--- config.mk ---
export PLATFORM = sky130hd
export DESIGN_NAME = dnn_result_reader
export DESIGN_NICKNAME = d
export VERILOG_FILES = /design/src/rtl/dnn_pkg.sv /design/src/rtl/dnn_argmax_acc.sv /design/src/rtl/dnn_result_reader.sv
export SDC_FILE = /design/constraint.sdc
export NUM_CORES = 1
export LEC_CHECK = 0
export CAP_MARGIN = 40
export CORE_ASPECT_RATIO = 1.5
export CORE_MARGIN = 5
export CORE_UTILIZATION = 55
export CTS_BUF_LIST = sky130_fd_sc_hd__clkbuf_8
export DETAILED_ROUTE_END_ITERATION = 12
export PLACE_DENSITY = 0.78
export RECOVER_POWER = 50
export SLEW_MARGIN = 20
export SYNTH_ARGS = -nofsm -noshare
export SYNTH_HDL_FRONTEND = slang
export SYNTH_HIERARCHICAL = 1
export SYNTH_SLANG_ARGS = --single-unit
--- constraint.sdc ---
create_clock -name clk -period 7.4 [get_ports clk]
set_clock_uncertainty 0.05 [all_clocks]
set_input_delay 1.11 -clock clk [delete_from_list [all_inputs] [get_ports clk]]
set_output_delay 1.11 -clock clk [all_outputs]
set_load 0.03 [all_outputs]
--- src/rtl/dnn_pkg.sv ---
`default_nettype none
// +------------------------------------------------------------------+
// | dnn_pkg : shared widths, score type and reader state encoding     |
// | Revision: 1.0                                                     |
// +------------------------------------------------------------------+
package dnn_pkg;

  localparam int DATA_WIDTH  = 9;
  localparam int NUM_CLASSES = 10;
  localparam int IDX_WIDTH   = 4;

  typedef logic signed [DATA_WIDTH-1:0] score_t;

  typedef enum logic [2:0] {
    RS_IDLE  = 3'd0,
    RS_CLR   = 3'd1,
    RS_START = 3'd2,
    RS_WAIT  = 3'd3,
    RS_SCAN  = 3'd4,
    RS_RESP  = 3'd5
  } reader_state_t;

endpackage
`default_nettype wire

--- src/rtl/dnn_argmax_acc.sv ---
`default_nettype none
// +------------------------------------------------------------------+
// | dnn_argmax_acc : running argmax, strict greater, ties keep lowest |
// | Revision: 1.0                                                     |
// +------------------------------------------------------------------+
module dnn_argmax_acc
  import dnn_pkg::*;
(
  input  logic                 clk,
  input  logic                 rst,
  input  logic                 i_sample,
  input  logic                 i_clear,
  input  logic [IDX_WIDTH-1:0] i_idx,
  input  score_t               i_score,
  output logic [IDX_WIDTH-1:0] o_best_idx,
  output score_t               o_best_score,
  output logic [IDX_WIDTH-1:0] o_next_idx,
  output score_t               o_next_score
);

  logic [IDX_WIDTH-1:0] r_best_idx;
  score_t               r_best_score;
  logic                 w_take;

  // i_clear marks the first sample of a scan, which is taken unconditionally
  assign w_take       = i_sample && (i_clear || (i_score > r_best_score));
  assign o_next_idx   = w_take ? i_idx   : r_best_idx;
  assign o_next_score = w_take ? i_score : r_best_score;
  assign o_best_idx   = r_best_idx;
  assign o_best_score = r_best_score;

  always_ff @(posedge clk or posedge rst) begin
    if (rst) begin
      r_best_idx   <= '0;
      r_best_score <= '0;
    end else if (i_sample) begin
      r_best_idx   <= o_next_idx;
      r_best_score <= o_next_score;
    end
  end

endmodule
`default_nettype wire

--- src/rtl/dnn_result_reader.sv ---
`default_nettype none
// +------------------------------------------------------------------+
// | dnn_result_reader : runs one inference, scans scores, returns max |
// | Revision: 1.0                                                     |
// +------------------------------------------------------------------+
module dnn_result_reader
  import dnn_pkg::*;
#(
  parameter int TIMEOUT_CYCLES = 1048576,
  parameter int TMO_WIDTH      = 21
) (
  input  logic                 clk,
  input  logic                 rst,
  input  logic                 i_req_valid,
  output logic                 o_req_ready,
  output logic                 o_eng_reset,
  output logic                 o_eng_start,
  input  logic                 i_eng_done,
  output logic [IDX_WIDTH-1:0] o_eng_out_idx,
  input  score_t               i_eng_out,
  output logic                 o_res_valid,
  input  logic                 i_res_ready,
  output logic [IDX_WIDTH-1:0] o_res_class,
  output score_t               o_res_score,
  output logic                 o_res_error
);

  localparam logic [2:0] S_IDLE  = RS_IDLE;
  localparam logic [2:0] S_CLR   = RS_CLR;
  localparam logic [2:0] S_START = RS_START;
  localparam logic [2:0] S_WAIT  = RS_WAIT;
  localparam logic [2:0] S_SCAN  = RS_SCAN;
  localparam logic [2:0] S_RESP  = RS_RESP;

  logic [2:0]           r_state;
  logic [TMO_WIDTH-1:0] r_tmo;
  logic [IDX_WIDTH-1:0] r_idx;
  logic [IDX_WIDTH-1:0] r_res_class;
  score_t               r_res_score;
  logic                 r_res_error;

  logic                 w_scan;
  logic                 w_last;
  logic                 w_tmo_hit;
  logic [IDX_WIDTH-1:0] w_best_idx;
  score_t               w_best_score;
  logic [IDX_WIDTH-1:0] w_next_idx;
  score_t               w_next_score;

  assign o_req_ready   = (r_state == S_IDLE);
  assign o_eng_reset   = (r_state == S_CLR);
  assign o_eng_start   = (r_state == S_START);
  assign o_res_valid   = (r_state == S_RESP);
  assign o_eng_out_idx = r_idx;
  assign o_res_class   = r_res_class;
  assign o_res_score   = r_res_score;
  assign o_res_error   = r_res_error;

  assign w_scan    = (r_state == S_SCAN);
  assign w_last    = (r_idx == IDX_WIDTH'(NUM_CLASSES - 1));
  assign w_tmo_hit = (r_tmo == TMO_WIDTH'(TIMEOUT_CYCLES - 1));

  dnn_argmax_acc u_acc (
    .clk          (clk),
    .rst          (rst),
    .i_sample     (w_scan),
    .i_clear      (r_idx == '0),
    .i_idx        (r_idx),
    .i_score      (i_eng_out),
    .o_best_idx   (w_best_idx),
    .o_best_score (w_best_score),
    .o_next_idx   (w_next_idx),
    .o_next_score (w_next_score)
  );

  always_ff @(posedge clk or posedge rst) begin
    if (rst) begin
      r_state     <= S_IDLE;
      r_tmo       <= '0;
      r_idx       <= '0;
      r_res_class <= '0;
      r_res_score <= '0;
      r_res_error <= 1'b0;
    end else begin
      case (r_state)
        S_IDLE: begin
          if (i_req_valid) r_state <= S_CLR;
        end
        S_CLR: begin
          r_state <= S_START;
        end
        S_START: begin
          r_tmo   <= '0;
          r_state <= S_WAIT;
        end
        S_WAIT: begin
          r_tmo <= r_tmo + TMO_WIDTH'(1);
          // done takes priority over a timeout landing on the same cycle
          if (i_eng_done) begin
            r_idx   <= '0;
            r_state <= S_SCAN;
          end else if (w_tmo_hit) begin
            r_res_class <= '0;
            r_res_score <= '0;
            r_res_error <= 1'b1;
            r_state     <= S_RESP;
          end
        end
        S_SCAN: begin
          if (w_last) begin
            r_idx       <= '0;
            r_res_class <= w_next_idx;
            r_res_score <= w_next_score;
            r_res_error <= 1'b0;
            r_state     <= S_RESP;
          end else begin
            r_idx <= r_idx + IDX_WIDTH'(1);
          end
        end
        S_RESP: begin
          if (i_res_ready) r_state <= S_IDLE;
        end
        default: r_state <= S_IDLE;
      endcase
    end
  end

  logic w_unused;
  assign w_unused = ^{w_best_idx, w_best_score};

endmodule
`default_nettype wire
Word-level counts from Yosys, hierarchy flattened
Cells that the tools add are included.
- register bits after elaboration: 55
- bits of input ports: 14
- output and inout port bits: 22
- logic and storage cells: 58
- $add $sub $neg: 2
- magnitude comparators: 1
- equality and inequality tests: 14
- mux-type cells: 24
- reduce and logical (&&, ||, !) cells: 9
- operators with widths (kind ; number):
    one-hot mux 21 bit (2 select lines) ; 1
    two-way mux 9 bit ; 4
    two-way mux 4 bit ; 6
    adder 21 x 1 -> 21 bit, second input constant ; 1
    == test 21 x 20 -> 1 bit, second input constant ; 1
    one-hot mux 3 bit (6 select lines) ; 1
    one-hot mux 9 bit (2 select lines) ; 1
    one-hot mux 4 bit (2 select lines) ; 2
    two-way mux 3 bit ; 5
    inequality test 2 bit, second input constant ; 5
    greater-than comparator 9 bit ; 1
    AND reduction 4 bit ; 2
    == test 3 x 2 -> 1 bit, second input constant ; 2
    == test 3 bit, second input constant ; 2
    adder 4 x 1 -> 4 bit, second input constant ; 1
    == test 4 bit, second input constant ; 1
    zero test 4 bit ; 1
    nonzero test 2 bit ; 2
    == test 3 x 1 -> 1 bit, second input constant ; 1
    zero test 3 bit ; 1
    two-way mux 1 bit ; 3
    inequality test 3 bit, second input constant ; 1
    inequality test 2 x 1 -> 1 bit, second input constant ; 1
    one-hot mux 1 bit (2 select lines) ; 1
    3 further kinds ; 3

Longest topological paths before layout
Gate-level depths: netlist of the first run.
- depth after elaboration: 6
- depth in mapped cells: 11
- gate-level depth less buffers: 9

Cells and area by module
Netlist of the first run, hierarchy kept.
- modules (own cells, without submodules) (module ; instances ; cells an instance ; area each (µm²) ; seq. area each (µm²)):
    dnn_result_reader ; 1 ; 234 ; 2260.9 ; 1051.0
    dnn_argmax_acc ; 1 ; 158 ; 1263.7 ; 325.3

Worst setup path after synthesis of the first run
No wires, ideal clock.
- path kind: input port to flip-flop
- start: input port i_eng_out[4]
- end: register r_res_class[3] (netlist: o_res_class[3])
- library setup time: 0.138 ns
- arrival: 3.073 ns
- data required time: 7.212 ns
- path slack: 4.139 ns
- cell stages on the path: 10
- path buffers: 2
- cell sequence: ha_1 and4_4 a221o_1 a311oi_4 and2_1 buf_6 buf_4 o211ai_1 a22oi_1 o21ai_0
- cells in the longest elaborated chain, start to end: 6
- ends and longest elaborated chain (element ; RTL line ; RTL):
    start, declared ; dnn_result_reader.sv:20 ; input score_t i_eng_out,
    greater-than comparator 9 bit ; dnn_argmax_acc.sv:26 ; assign w_take = i_sample && (i_clear || (i_score > r_best_score));
    logical OR 1 bit ; dnn_argmax_acc.sv:26 ;
    logical AND 1 bit ; dnn_argmax_acc.sv:26 ;
    two-way mux 4 bit ; dnn_argmax_acc.sv:27 ; assign o_next_idx = w_take ? i_idx : r_best_idx;
    net w_next_idx[3] ; dnn_result_reader.sv:47 ; logic [IDX_WIDTH-1:0] w_next_idx;
    two-way mux 4 bit ; dnn_result_reader.sv:110 ; if (w_last) begin
    one-hot mux 4 bit (2 select lines) ; dnn_result_reader.sv:85 ; case (r_state)
    end signal, assigned ; dnn_result_reader.sv:112 ; r_res_class <= w_next_idx;
    end, declared ; dnn_result_reader.sv:38 ; logic [IDX_WIDTH-1:0] r_res_class;
The timed path passes the listed nets, and every way through them passes these cells. The select of a mux whose other input is x is not followed.
A chain may end at the register's enable or synchronous reset.

Worst setup path after layout of the first run
- start: register r_state[1]
- end: output port o_eng_start
- cells in the longest elaborated chain, start to end: 1
- ends and longest elaborated chain (element ; RTL line ; RTL):
    start, declared ; dnn_result_reader.sv:35 ; logic [2:0] r_state;
    start signal, assigned ; dnn_result_reader.sv:78 ; r_state <= S_IDLE;
    start signal, assigned ; dnn_result_reader.sv:87 ; if (i_req_valid) r_state <= S_CLR;
    start signal, assigned ; dnn_result_reader.sv:90 ; r_state <= S_START;
    == test 3 x 2 -> 1 bit ; dnn_result_reader.sv:52 ; assign o_eng_start = (r_state == S_START);
    end, declared ; dnn_result_reader.sv:17 ; output logic o_eng_start,
Every way passes these cells.

==> results of run 1 <==
[worst max-delay path: cells and delay by family (launching register included)]
kind | cells | cell delay (ns)
flip-flops | 1 | 0.55
AND/OR/NAND/NOR | 2 | 0.56
buffers and inverters | 2 | 1.40
[metrics by stage]
stage / util, % / setup WS [ns] / hold slack (ns)
final: 64.7 / 3.41 / 0.474
after floorplan: - / 4.14 / 0.419
after CTS: 64.3 / 3.12 / 0.477
after global placement: 62.0 / 2.86 / 0.438
after detailed placement: 62.1 / 2.80 / 0.449
after global routing: 64.7 / 3.22 / 0.507
[path summary, 6_finish.rpt]
path	cells past startpoint	endpoint	start	slack (ns)
max	4	o_eng_start	r_state[1]$_DFFE_PP0P_	3.41
min reg2reg	2	r_tmo[1]$_DFFE_PP0P_	r_tmo[1]$_DFFE_PP0P_	0.47
min	2	r_tmo[1]$_DFFE_PP0P_	r_tmo[1]$_DFFE_PP0P_	0.47
max reg2reg	10	o_res_class[3]$_DFFE_PP0P_	u_acc/o_best_score[4]$_DFFE_PP0P_	4.35
min in group asynchronous	2	u_acc/o_best_score[1]$_DFFE_PP0P_	rst	1.24
max in group asynchronous	3	r_tmo[7]$_DFFE_PP0P_	rst	3.97
[layout make-up]
type / count / area, µm²
repair buffers: 41 / 403
clock inverters: 3 / 63.8
fillers: 542 / 2180
well taps: 74 / 92.6
inverters: 25 / 93.8
multi-input cells: 284 / 1890
clock buffers: 5 / 68.8
flip-flops and latches: 55 / 1380
[cells in the mapped netlist (2+ instances only)]
cell / n
dfrtp_1: 55
nand2_1: 55
a21oi_1: 27
inv_1: 25
a311o_1: 16
o21ai_0: 16
nor2_1: 14
a22oi_1: 13
ha_1: 13
o22ai_1: 13
clkbuf_1: 12
nand4_1: 11
o211ai_1: 10
o21ai_1: 10
a21o_1: 8
o31ai_1: 7
buf_2: 6
nand3_1: 6
buf_4: 5
buf_6: 5
or4_1: 5
and2_1: 4
and3b_1: 4
nor3_1: 4
xor2_1: 4
mux2i_1: 3
or3_1: 3
a21oi_2: 2
a22o_1: 2
and3_1: 2
nand2b_1: 2
nand4_2: 2
o31a_1: 2
or4_4: 2
xnor2_1: 2
[power by group]
part           leakage, nW  internal (mW)  switching (mW)  total [mW]
clock               0.0695          0.134          0.0987       0.233
sequential           0.663          0.392           0.106       0.498
combinational        0.954          0.331           0.450       0.782
[placed cells by master, fill, tap and decap left out, types with 8 or more instances in the layout]
cell type / Yosys / routed
nor2_1: 14 / 13
a311o_1: 16 / 16
dfrtp_1: 55 / 55
clkdlybuf4s50_1: 0 / 34
o21ai_0: 16 / 16
inv_1: 25 / 26
a21o_1: 8 / 8
a21oi_1: 27 / 27
nand4_1: 11 / 11
ha_1: 13 / 13
o21ai_1: 10 / 10
nand2_1: 55 / 55
o22ai_1: 13 / 13
a22oi_1: 13 / 13
o211ai_1: 10 / 10
[logic make-up after synthesis]
logic type / share of synthesized area, %
compound gates: 26.2
simple gates: 19.6
xor+xnor: 1.49
mux: 1.56
flops: 39.0
fa+ha+maj: 4.61
buf+inv: 7.45
[state kept, by name, indices dropped and copies added, names as in the netlist]
register / count
u_acc/o_best_idx: 4
o_res_score: 9
o_res_error: 1
u_acc/o_best_score: 9
o_res_class: 4
r_state: 3
o_eng_out_idx: 4
r_tmo: 21
[routing by layer]
layer  up-vias  wire length (µm)  part of all wire (%)  track usage [%]
li1       1495                 -                     -                -
met1      1449              3420                    43             25.8
met2        49              4130                    52             36.3
met3         6               269                   3.4             3.63
met4         0                80                   1.0             5.13
met5         -                 0                     0                0
==> flow_metrics.py, run 1 <==
metrics = {
    "critical_path": {
        "critPathCaptureType": "output pin",
        "required_ns": 6.24,
        "start_kind": "register",
        "worstSetupPathType": "register to output pin",
        "critical_path.slowest_cell": "clkdlybuf4s50_1",
        "path_cells": "or2b_1 -> nor2_1 -> clkbuf_1 -> clkdlybuf4s50_1",
        "cpPeakStageDelay_ns": 0.81,
        "cp.arrival_ns": 2.83,
        "path_max_fanout": 16,
    },
    "placement": {
        "place_inst": 477,
        "place_congestion": 0.879,
        "placed_cell_area_um2": 3840,
        "dp_hpwl_um": 5610,
        "port_buffers": 35,
    },
    "floorplanning": {
        "dieArea_um2": 8140,
        "die_w_um": 75.4,
        "row_count": 35,
        "core-area_um2": 6170,
        "io_pins": 36,
        "start_util_pct": 57.1,
        "die_y_um": 108,
    },
    "sta": {
        "slew_headroom_pct": -51.4,
        "rsz0062_at_grt": "false",
        "hold_violations": 0,
        "final-setup-viol-count": 0,
        "worstMarginPinSlew_ns": 2.27,
        "finalCritPeriodShare_pct": 53.9,
        "drv_slew": 43,
        "setup_tns_ns": 0,
        "fmax_ghz": 0.251,
        "min_period_ns": 3.99,
    },
    "global_route": {
        "antenna_found_initial": 0,
        "globalRouteOverflowTotal": 0,
        "grt_max_degree": 43,
        "grtUsageTotal_pct": 20.7,
        "grt_pass1_vias": 2866,
        "grt_pass1_wl_um": 13400,
    },
    "drt": {
        "ant_nets": 0,
        "viasPerCell": 6.16,
        "wl_um": 7910,
        "wl_per_cell_um": 16.2,
        "first_pass_iters": 4,
        "num_vias": 2999,
        "drc": 0,
        "first_iter_violations": 168,
    },
    "clock_tree": {
        "cts_tree": "yes",
        "holdBufCountCts": 0,
        "htree_levels": 2,
        "cts_buffer_depth": 2,
        "clkTransAtPathRegs_ns": 0.09,
        "cts-resized-gates": 0,
        "clk_latency_ns": 0.31,
        "cts_root_buf": "clkbuf_8",
        "numCtsBuffers": 5,
        "post-cts-setup-buffer-count": 0,
        "cts.sinks": 55,
    },
    "finish": {
        "nets": 439,
        "area_delta_synth_final_pct": 13.3,
        "insertedDiodeCount": 0,
        "drive_gt1_share_pct": 7.02,
        "fin_cells": 487,
        "final_area_um2": 3990,
    },
    "run_status": {
        "violations": "capacitance limit, slew limit",
        "status": "finished with violations",
    },
    "power": {
        "total_power_mw": 1.51,
        "leakage_nw": 1.69,
        "p_per_area_nw_per_um2": 379,
        "ir_drop_uv": 191,
    },
    "yosys": {
        "syn_nets": 419,
        "postSynthAreaPerCell_um2": 8.99,
        "synthCells": 392,
        "synth-edff-count": 0,
        "synth_cell_types": 57,
        "synth_top_cell_by_area": "dfrtp_1",
        "syn_area_um2": 3520,
        "ys_ff_latch": 55,
        "yosysTopAreaCellShare_pct": 39.0,
        "synthFlopType": "dfrtp_1",
        "async_flop_share_pct": 100,
        "synth_seq_area_share_pct": 39.0,
        "yosysWarnings": 6,
        "synth_area_leaders": "dfrtp_1 39%, nand2_1 5.9%, ha_1 4.6%",
    },
    "hold_path": {
        "hold_class": "register to register",
    },
    "flow_run": {
        "max_cap_viol_count": 1,
    },
}
No activity file was read; power rests on OpenSTA's default activity.
==> inputs of run 2 (changes only) <==
- CORE_UTILIZATION: 55 -> 53
- clock period: 7.4 -> 3.5 ns (I/O delays scaled with it)
==> run 2 against run 1 <==
Sequential power rose by 110%. Critical endpoint is now o_res_score[8]$_DFFE_PP0P_. Sequential share of layout area rose by 0.26 points. Power rose by 110%. The flow still finishes with violations (capacitance limit, slew limit). Register-to-register slack got worse by 3.7 ns. Critical path type is now primary input to register. Core utilization fell by 3.6 points. Count of clock-buffer cells in the layout did not move. Final area fell by 0.75%. Combinational power rose by 110%. Worst hold slack improved by 0.00058 ns.
==> flow_metrics.py, run 2 (synthesis results as in run 1) <==
metrics = {
    "clock_tree": {
        "clk_latency_ns": 0.32,
        "htree_levels": 2,
        "cts_tree": "yes",
        "holdBufCountCts": 0,
        "cts_buffer_depth": 2,
        "cts.sinks": 55,
        "clkTransAtPathRegs_ns": 0.11,
        "numCtsBuffers": 5,
        "cts-resized-gates": 0,
        "post-cts-setup-buffer-count": 0,
        "cts_root_buf": "clkbuf_8",
    },
    "hold_path": {
        "holdPathEnd": "r_tmo[1]$_DFFE_PP0P_",
        "hold_path.startpoint": "r_tmo[1]$_DFFE_PP0P_",
        "holdPathStages": 2,
        "hold_class": "register to register",
    },
    "floorplanning": {
        "die_y_um": 110,
        "die_w_um": 76.6,
        "io_pins": 36,
        "row_count": 36,
        "dieArea_um2": 8410,
        "core-area_um2": 6490,
        "start_util_pct": 54.3,
    },
    "finish": {
        "area_delta_synth_final_pct": 12.4,
        "layout_common_cells": "55 x nand2_1, 55 x dfrtp_1, 34 x clkdlybuf4s50_1, 27 x a21oi_1, 25 x inv_1",
        "drive_gt1_share_pct": 7.69,
        "n_fill_cell": 582,
        "nets": 442,
        "insertedDiodeCount": 0,
        "multiInputGateArea_um2": 1880,
        "regArea_um2": 1380,
        "largest_reg_flops": 21,
        "fin_cells": 492,
        "top_register": "r_tmo",
    },
    "power": {
        "switchingPower_mw": 1.41,
        "p_clk_share_pct": 11.6,
        "p_int_mw": 1.69,
        "p_comb_share_pct": 54.2,
        "leakage_nw": 1.67,
        "seqPwrFrac_pct": 34.2,
        "ir_drop_uv": 554,
        "total_power_mw": 3.10,
        "p_per_area_nw_per_um2": 783,
        "power.share.switching_pct": 45.5,
    },
    "global_route": {
        "antenna_found_initial": 0,
        "globalRouteOverflowTotal": 0,
        "grt_max_degree": 35,
        "grt_pass1_vias": 3063,
        "grt_pass1_wl_um": 14200,
        "grtUsageTotal_pct": 20.2,
    },
    "sta": {
        "rsz0062_at_grt": "false",
        "fmax_ghz": 0.331,
        "worst_slack_ns": 0.480,
        "slew_headroom_pct": -12.0,
        "finalCritPeriodShare_pct": 86.3,
        "min_period_ns": 3.02,
        "final-setup-viol-count": 0,
        "drv_slew": 33,
        "setup_tns_ns": 0,
        "worstMarginPinSlew_ns": 1.68,
        "hold_violations": 0,
    },
    "critical_path": {
        "cp.arrival_ns": 3.14,
        "critPathBufInv": 2,
        "cpPeakStageDelay_ns": 0.45,
        "r2r_cells": 10,
        "r2r-end": "o_res_score[8]$_DFFE_PP0P_",
        "start_kind": "primary input",
        "required_ns": 3.62,
        "critPathCaptureType": "register",
        "r2r_start": "u_acc/o_best_score[4]$_DFFE_PP0P_",
        "critical_path.slowest_cell": "clkdlybuf4s50_1",
        "reg2reg_slack_ns": 0.69,
        "path_max_fanout": 13,
        "path_delay_family": "compound AO/OA/AOI/OAI gates",
        "worstSetupPathType": "primary input to register",
        "path_cells": "clkdlybuf4s50_1 -> ha_1 -> and3b_1 -> a221o_1 -> a311oi_4 -> buf_4 -> a21oi_1 -> a311o_1 -> a22oi_1 -> o21ai_0",
    },
    "drt": {
        "first_pass_iters": 4,
        "num_vias": 3121,
        "first_iter_violations": 225,
        "ant_nets": 0,
        "wl_um": 8100,
        "drc": 0,
        "wl_per_cell_um": 16.5,
        "viasPerCell": 6.34,
    },
    "placement": {
        "place_inst": 484,
        "dpl_worst_slack_ns": 0.141,
        "port_buffers": 35,
        "place_congestion": 0.865,
        "dp_hpwl_um": 5930,
    },
    "flow_run": {
        "max_cap_viol_count": 1,
    },
    "run_status": {
        "status": "finished with violations",
        "violations": "capacitance limit, slew limit",
    },
}
==> run 2: per-stage QoR <==
step	area [µm²]	hold WS, ns	utilization [%]
after detailed placement	3880	0.450	59.9
after CTS	3970	0.472	61.2
after global placement	3880	0.436	59.9
after global routing	3960	0.506	61.1
final	3960	0.475	61.1
after floorplan	3520	0.352	-
==> run 2: layout make-up <==
type / count / area share, %
clock buffers: 5 / 1.74
clock inverters: 3 / 0.505
inverters: 25 / 2.37
multi-input cells: 284 / 47.5
flip-flops and latches: 55 / 34.7
well taps: 76 / 2.40
repair buffers: 44 / 10.8
==> run 2: power by group through the flow <==
stage	registers [mW]	logic, mW	clock network, mW
after floorplan	1.14	1.14	0
after global placement	1.06	1.64	0
after detailed placement	1.07	1.68	0
after CTS	1.06	1.69	0.367
after global routing	1.10	1.85	0.394
final	1.06	1.68	0.359
==> run 2: worst reg2reg max path: stages, from the launching register on <==
cell and delay (ns):
dfrtp_1 0.40, inv_1 0.08, ha_1 0.31, and4_4 0.22, a221o_1 0.33, a311oi_4 0.30
buf_4 0.24, a21oi_1 0.11, a311o_1 0.32, a22oi_1 0.18, o21ai_0 0.12
==> run 2: worst max path at each step <==
| stage | end | start | slack [ns] | depth (start not counted) |
|---|---|---|---|---|
| CTS | o_res_score[8]$_DFFE_PP0P_ | i_eng_out[4] | 0.48 | 10 |
| detailed placement | o_res_score[8]$_DFFE_PP0P_ | i_eng_out[4] | 0.14 | 10 |
| finish | o_res_score[8]$_DFFE_PP0P_ | i_eng_out[6] | 0.48 | 10 |
| global route | o_res_score[8]$_DFFE_PP0P_ | i_eng_out[6] | 0.32 | 10 |
| global placement | o_res_score[8]$_DFFE_PP0P_ | i_eng_out[4] | 0.25 | 10 |
| floorplan | o_res_class[3]$_DFFE_PP0P_ | i_eng_out[4] | 0.82 | 10 |
==> run 2: metal layers <==
metal	global-route usage, %	wire [µm]	vias to the layer above
met5	0	0	-
met4	6.00	112	0
met3	3.20	292	11
met2	36.0	4150	70
met1	25.3	3540	1533
li1	-	-	1507
==> inputs of run 3 (changes only) <==
- CELL_PAD_IN_SITES_DETAIL_PLACEMENT: unset -> 0
- CELL_PAD_IN_SITES_GLOBAL_PLACEMENT: unset -> 1
- CORE_UTILIZATION: 53 -> 41
- GPL_TIMING_DRIVEN: unset -> 0
- PLACE_DENSITY: 0.78 -> unset
- PLACE_DENSITY_LB_ADDON: unset -> 0.1
==> run 3 against run 2 <==
The flow now finishes without violations. First-iteration DRC count shrank 37%. Non-clock buffer count is 20 higher. Sequential cell count is the same. Worst hold slack better by 0.015 ns. Final area up 3.4%. Count of clock-buffer cells in the layout grew 2. Critical path depth fell by 5. Critical path type is now register to output pin.
==> flow_metrics.py, run 3 (synthesis results as in run 1) <==
metrics = {
    "run_status": {
        "status": "finished clean",
    },
    "finish": {
        "drive_gt1_share_pct": 8.72,
        "fin_util_pct": 48.7,
        "area_delta_synth_final_pct": 16.2,
        "n_fill_cell": 845,
        "top_register": "r_tmo",
        "layout_common_cells": "55 x nand2_1, 55 x dfrtp_1, 34 x clkdlybuf4s50_1, 27 x a21oi_1, 25 x inv_1",
        "multiInputGateArea_um2": 1870,
        "insertedDiodeCount": 0,
        "largest_reg_flops": 21,
        "regArea_um2": 1380,
        "final_area_um2": 4100,
        "nets": 462,
    },
    "drt": {
        "ant_nets": 0,
        "wl_per_cell_um": 17.1,
        "first_pass_iters": 4,
        "drc": 0,
        "first_iter_violations": 142,
        "num_vias": 3081,
        "viasPerCell": 5.67,
        "wl_um": 9310,
    },
    "sta": {
        "rsz0062_at_grt": "false",
        "worstMarginPinSlew_ns": 1.44,
        "whs_ns": 0.490,
        "drv_slew": 0,
        "setup_tns_ns": 0,
        "fmax_ghz": 0.302,
        "min_period_ns": 3.31,
        "finalCritPeriodShare_pct": 94.5,
        "final-setup-viol-count": 0,
        "hold_violations": 0,
        "worst_slack_ns": 0.193,
        "slew_headroom_pct": 3.89,
    },
    "clock_tree": {
        "cts_tree": "yes",
        "holdBufCountCts": 0,
        "clkTransAtPathRegs_ns": 0.10,
        "numCtsBuffers": 5,
        "cts-resized-gates": 0,
        "cts_root_buf": "clkbuf_8",
        "post-cts-setup-buffer-count": 0,
        "htree_levels": 2,
        "clk_latency_ns": 0.32,
        "cts.sinks": 55,
        "cts_buffer_depth": 2,
    },
    "placement": {
        "dpl_worst_slack_ns": -0.0853,
        "dp_hpwl_um": 7140,
        "placed_cell_area_um2": 4030,
        "place_congestion": 0.813,
        "port_buffers": 35,
    },
    "hold_path": {
        "hold_class": "register to register",
    },
    "critical_path": {
        "critPathCaptureType": "output pin",
        "cp.arrival_ns": 2.73,
        "worstSetupPathType": "register to output pin",
        "path_max_fanout": 10,
        "required_ns": 2.92,
        "reg2reg_slack_ns": 0.43,
        "start_kind": "register",
    },
    "power": {
        "ir_drop_uv": 415,
        "leakage_nw": 1.72,
        "p_per_area_nw_per_um2": 788,
    },
    "global_route": {
        "grt_pass1_vias": 3122,
        "grt_pass1_wl_um": 15600,
        "antenna_found_initial": 0,
        "grt_max_degree": 26,
        "globalRouteOverflowTotal": 0,
        "grtUsageTotal_pct": 18.6,
    },
    "flow_run": {
        "max_cap_viol_count": 0,
    },
    "floorplanning": {
        "io_pins": 36,
        "die_w_um": 85.7,
        "row_count": 41,
        "die_y_um": 124,
        "start_util_pct": 41.9,
        "dieArea_um2": 10600,
        "core-area_um2": 8410,
    },
}
run 3: cell types whose count changed in the layout (fill, tap and decap cells not counted), moves of 2 or more:
cell      before  now
buf_4          7    5
clkbuf_1       1   13
buf_2          0    6
clkbuf_8       5    7
buf_6          0    5
run 3: per-layer routing:
| layer | global-route usage, % | routed length [µm] |
|---|---|---|
| met1 | 20.6 | 3850 |
| met2 | 35.2 | 5000 |
| met3 | 3.13 | 235 |
| met4 | 6.93 | 221 |
| met5 | 0 | 0 |
run 3: layout make-up:
class                      count  area share [%]
multi-input combinational    284            45.5
clock buffer                   7            2.35
tap                          107            3.27
timing repair buffer          36            8.64
clock inverter                 1           0.183
sequential                    55            33.6
buffer                        28            4.12
inverter                      25            2.29
run 3: path summary, 6_finish.rpt:
check,depth (start not counted),end,startpoint
hold reg to reg,2,r_tmo[1]$_DFFE_PP0P_,r_tmo[1]$_DFFE_PP0P_
max in group asynchronous,3,r_tmo[9]$_DFFE_PP0P_,rst
setup reg to reg,10,o_res_class[0]$_DFFE_PP0P_,o_eng_out_idx[0]$_DFFE_PP0P_
min in group asynchronous,2,u_acc/o_best_score[3]$_DFFE_PP0P_,rst
setup / recovery,5,o_eng_start,r_state[1]$_DFFE_PP0P_
hold / removal,2,r_tmo[1]$_DFFE_PP0P_,r_tmo[1]$_DFFE_PP0P_
run 3: per-stage QoR:
step / power, mW / cells
finish: 3.23 / 543
global route: 3.49 / 543
CTS: 3.28 / 543
detailed placement: 2.87 / 535
global placement: 2.84 / 534
floorplan: 2.27 / 392
run 3: worst max-delay path: stages (launching register included):
cell and delay, ns:
dfrtp_1 0.39, buf_4 0.18, or2b_1 0.26, nor2_1 0.51, buf_2 0.36, clkdlybuf4s50_1 0.72
run 3: power by group:
| part | total [mW] | internal, mW | switching (mW) |
|---|---|---|---|
| Sequential | 1.01 | 0.829 | 0.183 |
| Clock | 0.397 | 0.181 | 0.217 |
| Combinational | 1.82 | 0.762 | 1.06 |
